File: config.mk
export PLATFORM = sky130hd
export DESIGN_NAME = io_input_capture
export DESIGN_NICKNAME = d
export VERILOG_FILES = /design/src/rtl/io_input_capture.sv
export SDC_FILE = /design/constraint.sdc
export NUM_CORES = 1
export LEC_CHECK = 0
export CAP_MARGIN = 20
export CORE_UTILIZATION = 60
export CTS_CLUSTER_DIAMETER = 200
export DETAILED_ROUTE_END_ITERATION = 16
export PLACE_DENSITY_LB_ADDON = 0.25
export SYNTH_ARGS = -nofsm -noshare
export SYNTH_HDL_FRONTEND = slang
export SYNTH_SLANG_ARGS = --single-unit
File: constraint.sdc
create_clock -name clk -period 3.7 [get_ports clk]
set_input_delay 0.37 -clock clk [delete_from_list [all_inputs] [get_ports clk]]
set_output_delay 0.37 -clock clk [all_outputs]
set_load 0.01 [all_outputs]
File: src/rtl/io_input_capture.sv
// io_input_capture: synchronized, debounced pushbutton and slide-switch capture behind a CPU read port.
// Optional feature: define IO_INPUT_IRQ_EN to add a registered irq output that follows "any key pressed".
module io_input_capture #(
    parameter int DATA_BIT_WIDTH  = 32,
    parameter int DEBOUNCE_CYCLES = 50000
) (
    input  logic                      clk,
    input  logic                      reset,
    input  logic [3:0]                keys,
    input  logic [9:0]                switches,
    input  logic                      isKeyRead,
    input  logic                      isSwitchRead,
    output logic [DATA_BIT_WIDTH-1:0] ioOut
`ifdef IO_INPUT_IRQ_EN
    ,
    output logic                      irq
`endif
);
    localparam int CNT_W = $clog2(DEBOUNCE_CYCLES);

    logic [3:0] keySync1, keySync2, keyNow;
    logic [9:0] switchSync1, switchSync2;
    logic [1:0] syncValid;
    logic [3:0] keyStable, keyPressed, keyOverflow, keyBlocked, keyDone, keyRise;
    logic       keyClear;

    assign keyNow   = ~keySync2;
    assign keyRise  = keyDone & ~keyBlocked & ~keyStable;
    assign keyClear = isKeyRead & ~isSwitchRead;

    // two-flop synchronizers; syncValid marks when the second stage holds real input samples after reset
    always_ff @(posedge clk) begin
        if (reset) begin
            keySync1    <= 4'hF;
            keySync2    <= 4'hF;
            switchSync1 <= '0;
            switchSync2 <= '0;
            syncValid   <= '0;
        end else begin
            keySync1    <= keys;
            keySync2    <= keySync1;
            switchSync1 <= switches;
            switchSync2 <= switchSync1;
            syncValid   <= {syncValid[0], 1'b1};
        end
    end

    for (genvar i = 0; i < 4; i++) begin : keyDebounce
        logic [CNT_W-1:0] count;
        logic             differ;
        // a blocked key is treated as already pressed, so it must first be seen released for a full debounce
        assign differ     = keyNow[i] != (keyBlocked[i] | keyStable[i]);
        assign keyDone[i] = syncValid[1] & differ & (count == CNT_W'(DEBOUNCE_CYCLES - 1));
        // count consecutive samples that disagree with the debounced level
        always_ff @(posedge clk) begin
            if (reset)
                count <= '0;
            else
                count <= (syncValid[1] & differ & ~keyDone[i]) ? count + 1'b1 : '0;
        end
    end

    // debounced level; after reset every key stays blocked until a debounced release is seen
    always_ff @(posedge clk) begin
        if (reset) begin
            keyStable  <= '0;
            keyBlocked <= 4'hF;
        end else begin
            keyStable  <= keyStable ^ (keyDone & ~keyBlocked);
            keyBlocked <= keyBlocked & ~keyDone;
        end
    end

    // sticky press/overflow flags; a new press wins over a same-cycle clearing read
    always_ff @(posedge clk) begin
        if (reset) begin
            keyPressed  <= '0;
            keyOverflow <= '0;
        end else begin
            keyPressed  <= (keyPressed & {4{~keyClear}}) | keyRise;
            keyOverflow <= keyClear ? '0 : keyOverflow | (keyRise & keyPressed);
        end
    end

    // read mux: switch read has priority over key read
    always_comb begin
        ioOut = isSwitchRead ? {{(DATA_BIT_WIDTH - 10){1'b0}}, switchSync2}
              : isKeyRead    ? {{(DATA_BIT_WIDTH - 12){1'b0}}, keyOverflow, keyPressed, keyStable}
              : '0;
    end

`ifdef IO_INPUT_IRQ_EN
    // interrupt follows "any key pressed" one cycle later
    always_ff @(posedge clk) begin
        if (reset)
            irq <= 1'b0;
        else
            irq <= |keyPressed;
    end
`endif
endmodule

==> Yosys cells after proc, flatten, opt, wreduce, memory -nomap -nowiden <==
Cells that the tools add are included.
{ "word_totals": {"reg_bits": 110, "latch_bits": 0, "mem_bits_rw": 0, "romBits": 0, "inputBits": 18, "elab_cells": 73, "mem_count": 0} }
{ "op_classes": {"n_addsub": 4, "n_mul": 0, "div": 0, "n_lt_le_gt_ge": 0, "n_eq_ne": 8, "n_shift": 0, "mux": 3, "bitwise": 39, "n_reduce_logical": 5} }
{ "ops": {"columns": ["op", "n"], "rows": [
  ["$add A16 B1 Y16 const B", 4],
  ["$eq A16 B16 Y1 const B", 4],
  ["$mux W12", 2],
  ["$and A4 B4 Y4", 5],
  ["$not A4 Y4", 4],
  ["$and A1 B1 Y1", 13],
  ["$not A1 Y1", 10],
  ["$reduce_or A2 Y1", 5],
  ["$or A4 B4 Y4", 2],
  ["$ne A1 B1 Y1", 4],
  ["$or A1 B1 Y1", 4],
  ["$xor A4 B4 Y4", 1],
  ["$mux W1", 1]
]} }

==> Depth between registers and ports, before layout <==
{ "logic_depth": {"word_depth": 8, "depth_mapped": 8, "mapped_depth_nobuf": 8} }

==> Least setup slack after synthesis <==
OpenSTA, ideal clock, no wires.
{ "synth_path": {"path_kind": "register to register", "startpoint": "reg keyDebounce[3].count[0]", "endpoint": "reg keyOverflow[3]", "setup_time_ns": 0.078, "arrival_time_ns": 1.929, "path_slack_ns": 1.693, "stages_incl_launch_ff": 8, "n_path_buf": 0, "cell_sequence": "dfxtp_1 ha_1 nand3_1 or4_4 nor4b_2 ha_1 a21oi_1 nor3_1"} }
{ "synth_via": {"elab_chain_cells": 6} }
{ "synth_lines": {"columns": ["element", "line", "source"], "rows": [
  ["from (decl)", "49", "logic [CNT_W-1:0] count;"],
  ["from (signal assigned)", "59", "count <= (syncValid[1] & differ & ~keyDone[i]) ? count + 1'b1 : '0;"],
  ["$eq A16 B16 Y1", "53", "assign keyDone[i] = syncValid[1] & differ & (count == CNT_W'(DEBOUNCE_CYCLES - 1));"],
  ["$and A1 B1 Y1", "53", null],
  ["$and A4 B4 Y4 (2 in a row)", "28", "assign keyRise = keyDone & ~keyBlocked & ~keyStable;"],
  ["$and A4 B4 Y4", "81", "keyOverflow <= keyClear ? '0 : keyOverflow | (keyRise & keyPressed);"],
  ["$or A4 B4 Y4", "81", null],
  ["to (signal assigned)", "81", null],
  ["to (decl)", "24", "logic [3:0] keyStable, keyPressed, keyOverflow, keyBlocked, keyDone, keyRise;"]
]} }
Every way passes these cells.
A chain may end at the register's enable or synchronous reset.

==> Worst setup path in the final report <==
{ "layout_path": {"startpoint": "in isSwitchRead", "endpoint": "out ioOut[10]"} }
{ "layout_via": {"elab_chain_cells": 1} }
{ "layout_lines": {"columns": ["element", "line", "source"], "rows": [
  ["from (decl)", "12", "input logic isSwitchRead,"],
  ["$mux W12", "87", "ioOut = isSwitchRead ? {{(DATA_BIT_WIDTH - 10){1'b0}}, switchSync2}"],
  ["to (decl)", "13", "output logic [DATA_BIT_WIDTH-1:0] ioOut"]
]} }
Every way passes these cells.

==> flow_summary.json <==
{
  "crit_chain": "clkdlybuf4s50_1, nor2b_1, buf_4, and2_1, clkdlybuf4s50_1",
  "syn_area_um2": 4550,
  "synth_common_cells": "110 x dfxtp_1, 83 x nor2_1, 47 x xnor2_1, 22 x nand3_1, 22 x nor2b_1",
  "path_buf_inv": 3,
  "grt_util_all_layers_pct": 22.0,
  "finClkSkew_ns": 0.0107,
  "dp.final_hpwl_mm": 5.70,
  "hold_viol_final": 0,
  "crit_fanout": 14,
  "ys_top_cells_by_area": "dfxtp_1 48%, xnor2_1 9.0%, nor2_1 6.8%",
  "cts_root_buffer": "clkbuf_8",
  "slew_headroom_pct": 45.8,
  "max_stage_delay_ns": 0.64,
  "wl_per_cell_um": 12.8,
  "hold_end": "keySync2[0]",
  "drive_gt1_share_pct": 6.57,
  "htreeDepth": 3,
  "yosys.area.top_type": "dfxtp_1",
  "area_growth_pct": 10.8,
  "dominantRegCellSynth": "dfxtp_1",
  "status": "finished clean",
  "finalSetupViolations": 0,
  "crit_arrival_ns": 2.43,
  "drtIter0Drc": 135,
  "fin_area_um2": 5050,
  "ys_warn_count": 0,
  "maxCapViolations": 0,
  "place_inst": 616,
  "cts_tree": "yes",
  "hold_buffers": 0,
  "cp-end-kind": "output pin",
  "insertedDiodeCount": 0,
  "start_util_pct": 62.5,
  "timing.rr.start": "keyDebounce[2].count[0]",
  "fin_crit_ns": 2.80,
  "r2r_cells": 7,
  "fmax_mhz": 357,
  "crit_start": "isSwitchRead",
  "pwr_density_cell_nw_per_um2": 392,
  "cts_setup_buffers": 0,
  "total_power_w": 0.00198,
  "vdd_drop_max_mv": 0.257,
  "hp-class": "flop to flop",
  "tightest_slew_ns": 0.805,
  "instances_no_fill": 632,
  "die-area_um2": 7940,
  "leakage_nw": 1.62,
  "cts_made_buffers": 9,
  "cts_resized": 0,
  "nets": 554,
  "chipWidth_um": 89.1,
  "holdPathStages": 1,
  "drtAntennaViolNets": 0,
  "fin_crit_sh_pct": 75.7,
  "crit_family": "buffers and inverters",
  "io_pins": 50,
  "reg2reg_to": "keyOverflow[2]",
  "clock_latency_ns": 0.37,
  "tns_ns": 0,
  "drt-pass1-iter-count": 4,
  "place_congestion": 0.767,
  "grt_max_degree": 37,
  "holdCritStartpoint": "keySync1[0]",
  "slowest_stage": "clkdlybuf4s50_1",
  "final_util_pct": 69.2,
  "io_buffers": 29,
  "grt_pass1_wl_mm": 13.5,
  "rsz0062_at_grt": "false",
  "cts_num_sinks": 110,
  "critPathMostFrequentCell": "clkdlybuf4s50_1",
  "antenna_found_initial": 0,
  "syn_area_per_cell_um2": 9.15,
  "synth-edff-count": 0,
  "wirelength_mm": 8.11,
  "n_fill_cell": 619,
  "r2r_setup_slack_ns": 1.43,
  "synth_seq_area_share_pct": 48.4,
  "clockBufferDepth": 2,
  "async_flop_share_pct": 0,
  "fp-row-count": 31,
  "clk_pin_slew_ns": 0.11,
  "synth_most_common_cell": "dfxtp_1",
  "chipHeight_um": 89.1,
  "syn_inst": 498,
  "drc_errors": 0,
  "grt_pass1_vias": 3110,
  "via_per_inst": 5.32,
  "yosysTopAreaCellShare_pct": 48.4,
  "via_count": 3363,
  "crit_required_ns": 3.33,
  "ys_ff_latch": 110,
  "core-area_um2": 7290,
  "place_area_um2": 4850,
  "path_class": "input port to output pin",
  "overflow": 0,
  "cp-start-kind": "input port",
  "synth_cell_types": 43,
  "slew_viol_final": 0
}
final cells by class:
type                    instances  area [um^2]  share of cell area [%]
repair buffers                 32          313                    6.20
flip-flops and latches        110         2200                    43.6
clock buffers                  10          128                    2.53
well taps                      99          124                    2.45
multi-input cells             358         2150                    42.6
inverters                      17         63.8                    1.26
clock inverters                 6         65.1                    1.29
cells by family after synthesis:
group | count (synthesis) | share of synthesized area, %
xor+xnor | 59 | 11.3
compound gates | 33 | 4.75
simple gates | 238 | 27.3
buf+inv | 49 | 5.99
other cells | 1 | 0.0823
fa+ha+maj | 8 | 2.20
flops | 110 | 48.4
state kept, by name, indices dropped and copies added (netlist names):
name	cells
keyOverflow	4
switchSync1	10
keyDebounce.count	64
switchSync2	10
keySync2	4
syncValid	2
keySync1	4
keyBlocked	4
keyStable	4
keyPressed	4
worst register-to-register path: stages, from the launching register on:
cell and delay [ns]:
dfxtp_1 0.40, ha_1 0.20, nand3_1 0.26, or4_4 0.62
nor4b_2 0.27, ha_1 0.22, a21oi_1 0.08, nor3_1 0.15
metrics by stage:
stage / hold slack (ns) / setup slack, ns
final: 0.420 / 0.898
after global routing: 0.440 / 0.790
after floorplan: 0.389 / 1.69
after CTS: 0.423 / 0.902
after global placement: 0.392 / 0.969
after detailed placement: 0.396 / 0.901
placed cells by master (no fill, tap or decap), types with 3 or more instances in the layout:
cell             count
a21oi_1             12
a22o_1               6
and2_1               3
buf_4                3
clkbuf_8             9
clkdlybuf4s50_1     29
conb_1              20
dfxtp_1            110
ha_1                 8
inv_1               17
nand2_1             21
nand2b_1             3
nand3_1             22
nand4_1             15
nor2_1              83
nor2b_1             22
nor3_1              20
nor4_1              17
o21ai_0              8
or2_2                8
or3_1                6
xnor2_1             47
xor2_1              12
layer usage:
layer	vias up	global-route usage, %	routed length, um
met5	-	0	0
met4	0	5.92	63
met3	6	6.19	316
met2	66	36.7	3960
met1	1597	28.1	3770
li1	1694	-	-
how the worst max path moves through the flow:
stage	end	cells after the start	slack, ns
final	ioOut[10]	5	0.90
after global routing	ioOut[10]	5	0.79
after CTS	ioOut[10]	5	0.90
after detailed placement	ioOut[10]	5	0.90
after global placement	ioOut[10]	5	0.97
after floorplan	keyOverflow[3]	7	1.69
power by group:
part           leakage [nW]  switching (W)  internal (W)  total (W)
clock                0.0977       0.000424      0.000265   0.000689
combinational         0.626      0.0000422     0.0000374  0.0000796
sequential            0.893     0.00000798       0.00120    0.00121
total                  1.62       0.000474       0.00150    0.00198
Note: power is estimated with default switching activity, not from simulation.
==> patch (config.mk and constraints unchanged) <==
The option `IO_INPUT_IRQ_EN` is turned on by a define.
--- a/src/rtl/io_input_capture.sv
+++ b/src/rtl/io_input_capture.sv
@@ -2,2 +2,4 @@
 // Optional feature: define IO_INPUT_IRQ_EN to add a registered irq output that follows "any key pressed".
+`define IO_INPUT_IRQ_EN
+
 module io_input_capture #(
Function (old outputs only; new: irq): kept (Yosys induction, for registers that start in step).
==> patch against the original RTL <==
  * Wire length decreased by 5.6%
  * Combinational power shrank 4.5%
  * Power rose by 5.8%
  * Cell area up 0.52%
  * Worst setup slack got worse by 0.14 ns
  * Sequential cell count up 1
  * Area after synthesis is 0.38% higher
  * First-iteration DRC count decreased by 13%
  * Critical endpoint is now ioOut[9]
  * Largest power group unchanged
  * Highest routed layer unchanged
==> patch: results (changes against the original RTL) <==
detailed-route via count=3,269 (was 3,363); Gate power share=3.6% (was 4.0%); leakage power=0.001643 uW (was 0.001618 uW); CP arrival=2.57 ns (was 2.43 ns); cell-internal power=1638 uW (was 1504 uW); All-Layer GR Usage=20.53% (was 21.99%); Hold Slack=0.4237 ns (was 0.4199 ns); top cells by area, synth=dfxtp_1, xnor2_1, nor2_1, buf_4, nor2b_1 (unchanged); gpl congestion=0.8242 (was 0.7668); Placed Area=0.004846 mm^2 (was 0.004853 mm^2); sequential fraction of the synthesis area=48.60% (was 48.35%); dpl cells=616 (unchanged); clock skew=0.01012 ns (was 0.01072 ns); Post-synth ARST share=0% (unchanged); top flop regs=keyDebounce.count x64, switchSync1 x10, switchSync2 x10 (unchanged); largest net degree at the start of global routing=51 (was 37); Synth cell types=42 (was 43); vias in the first global route=2,813 (was 3,110); Hold Path Stages=1 (unchanged); total CTS buffers=9 (unchanged); compound-gate portion of the synthesized area=4.242% (was 4.753%); final-stage net count=554 (unchanged); mux contribution to synthesized area=0% (unchanged); share of power burned in registers=58.2% (was 61.1%); Synth Instances=501 (was 498); H-tree levels=3 (unchanged); Worst Tran Pin Value=0.8118 ns (was 0.8047 ns); CP max stage delay=0.75 ns (was 0.64 ns); layout cell share with drive strength beyond 1=6.004% (was 6.567%); worst hold path class=flop to flop (unchanged); clock root buffer=clkbuf_8 (unchanged); Setup Buffers After CTS=0 (unchanged); Port Buffers=30 (was 29); initial DRC count=118 (was 135); worst r2r src=keyDebounce[2].count[0] (unchanged); Post-DP HPWL=5362 um (was 5699 um); reg2reg end=keyOverflow[2] (unchanged); sw power=455.7 uW (was 474.0 uW); XOR/XNOR Fraction of Synth Area=11.11% (was 11.35%); Setup Slack @ Placement=0.7457 ns (was 0.9009 ns); outcome=finished clean (unchanged); Synth top cells by count=dfxtp_1, nor2_1, xnor2_1 (unchanged); worst r2r path cells=7 (unchanged); detail-routed via count per cell=5.172 (was 5.321); clk buf depth=2 (unchanged); period utilisation layout=79.57% (was 75.73%); drt first pass iters=4 (unchanged); Max FO, Critical Path=14 (unchanged); Adder-Cell Fraction of Synth Area=2.189% (was 2.198%); initial antenna violation count=0 (unchanged); final wirelength=7652 um (was 8108 um); global-route wire length before repair=12,630 um (was 13,520 um); worst vdd ir=0.0003496 V (was 0.0002570 V); Ys Warns=0 (unchanged); CP endpoint=ioOut[9] (was ioOut[10]); reg2reg setup slack=1.36 ns (was 1.43 ns); CP max-delay cell=nor2b_1 (was clkdlybuf4s50_1)
patch: cell count changes after synthesis, moves of 2 or more:
cell / change
inv_1: +3
nand2_1: -3
nand3_1: -2
nand4_1: -2
nor2_1: +3
nor4_1: +4
nor4bb_1: -2
or3_1: -2
or4bb_1: +2
xnor2_1: +3
xor2_1: -4
patch: worst max-delay path, delay by kind of cell:
kind                   cells  cell delay [ns]
and+or+nand+nor            1             0.75
AOI/OAI and AO/OA          1             0.26
buffers and inverters      2             1.19
patch: layout make-up:
type / instances / area [um^2]
fill: 625 / 2220
inverter: 20 / 75.07
multi-input combinational: 356 / 2130
timing repair buffer: 30 / 295.3
sequential: 111 / 2222
clock inverter: 7 / 102.6
tap: 99 / 123.9
clock buffer: 9 / 123.9
patch: per-layer routing:
metal / global-route usage [%] / up-vias / share of wire (%)
li1: - / 1692 / -
met2: 33.80 / 62 / 47
met3: 6.002 / 4 / 3.4
met5: 0 / - / 0
met1: 27.11 / 1511 / 49
met4: 3.896 / 0 / 0.58
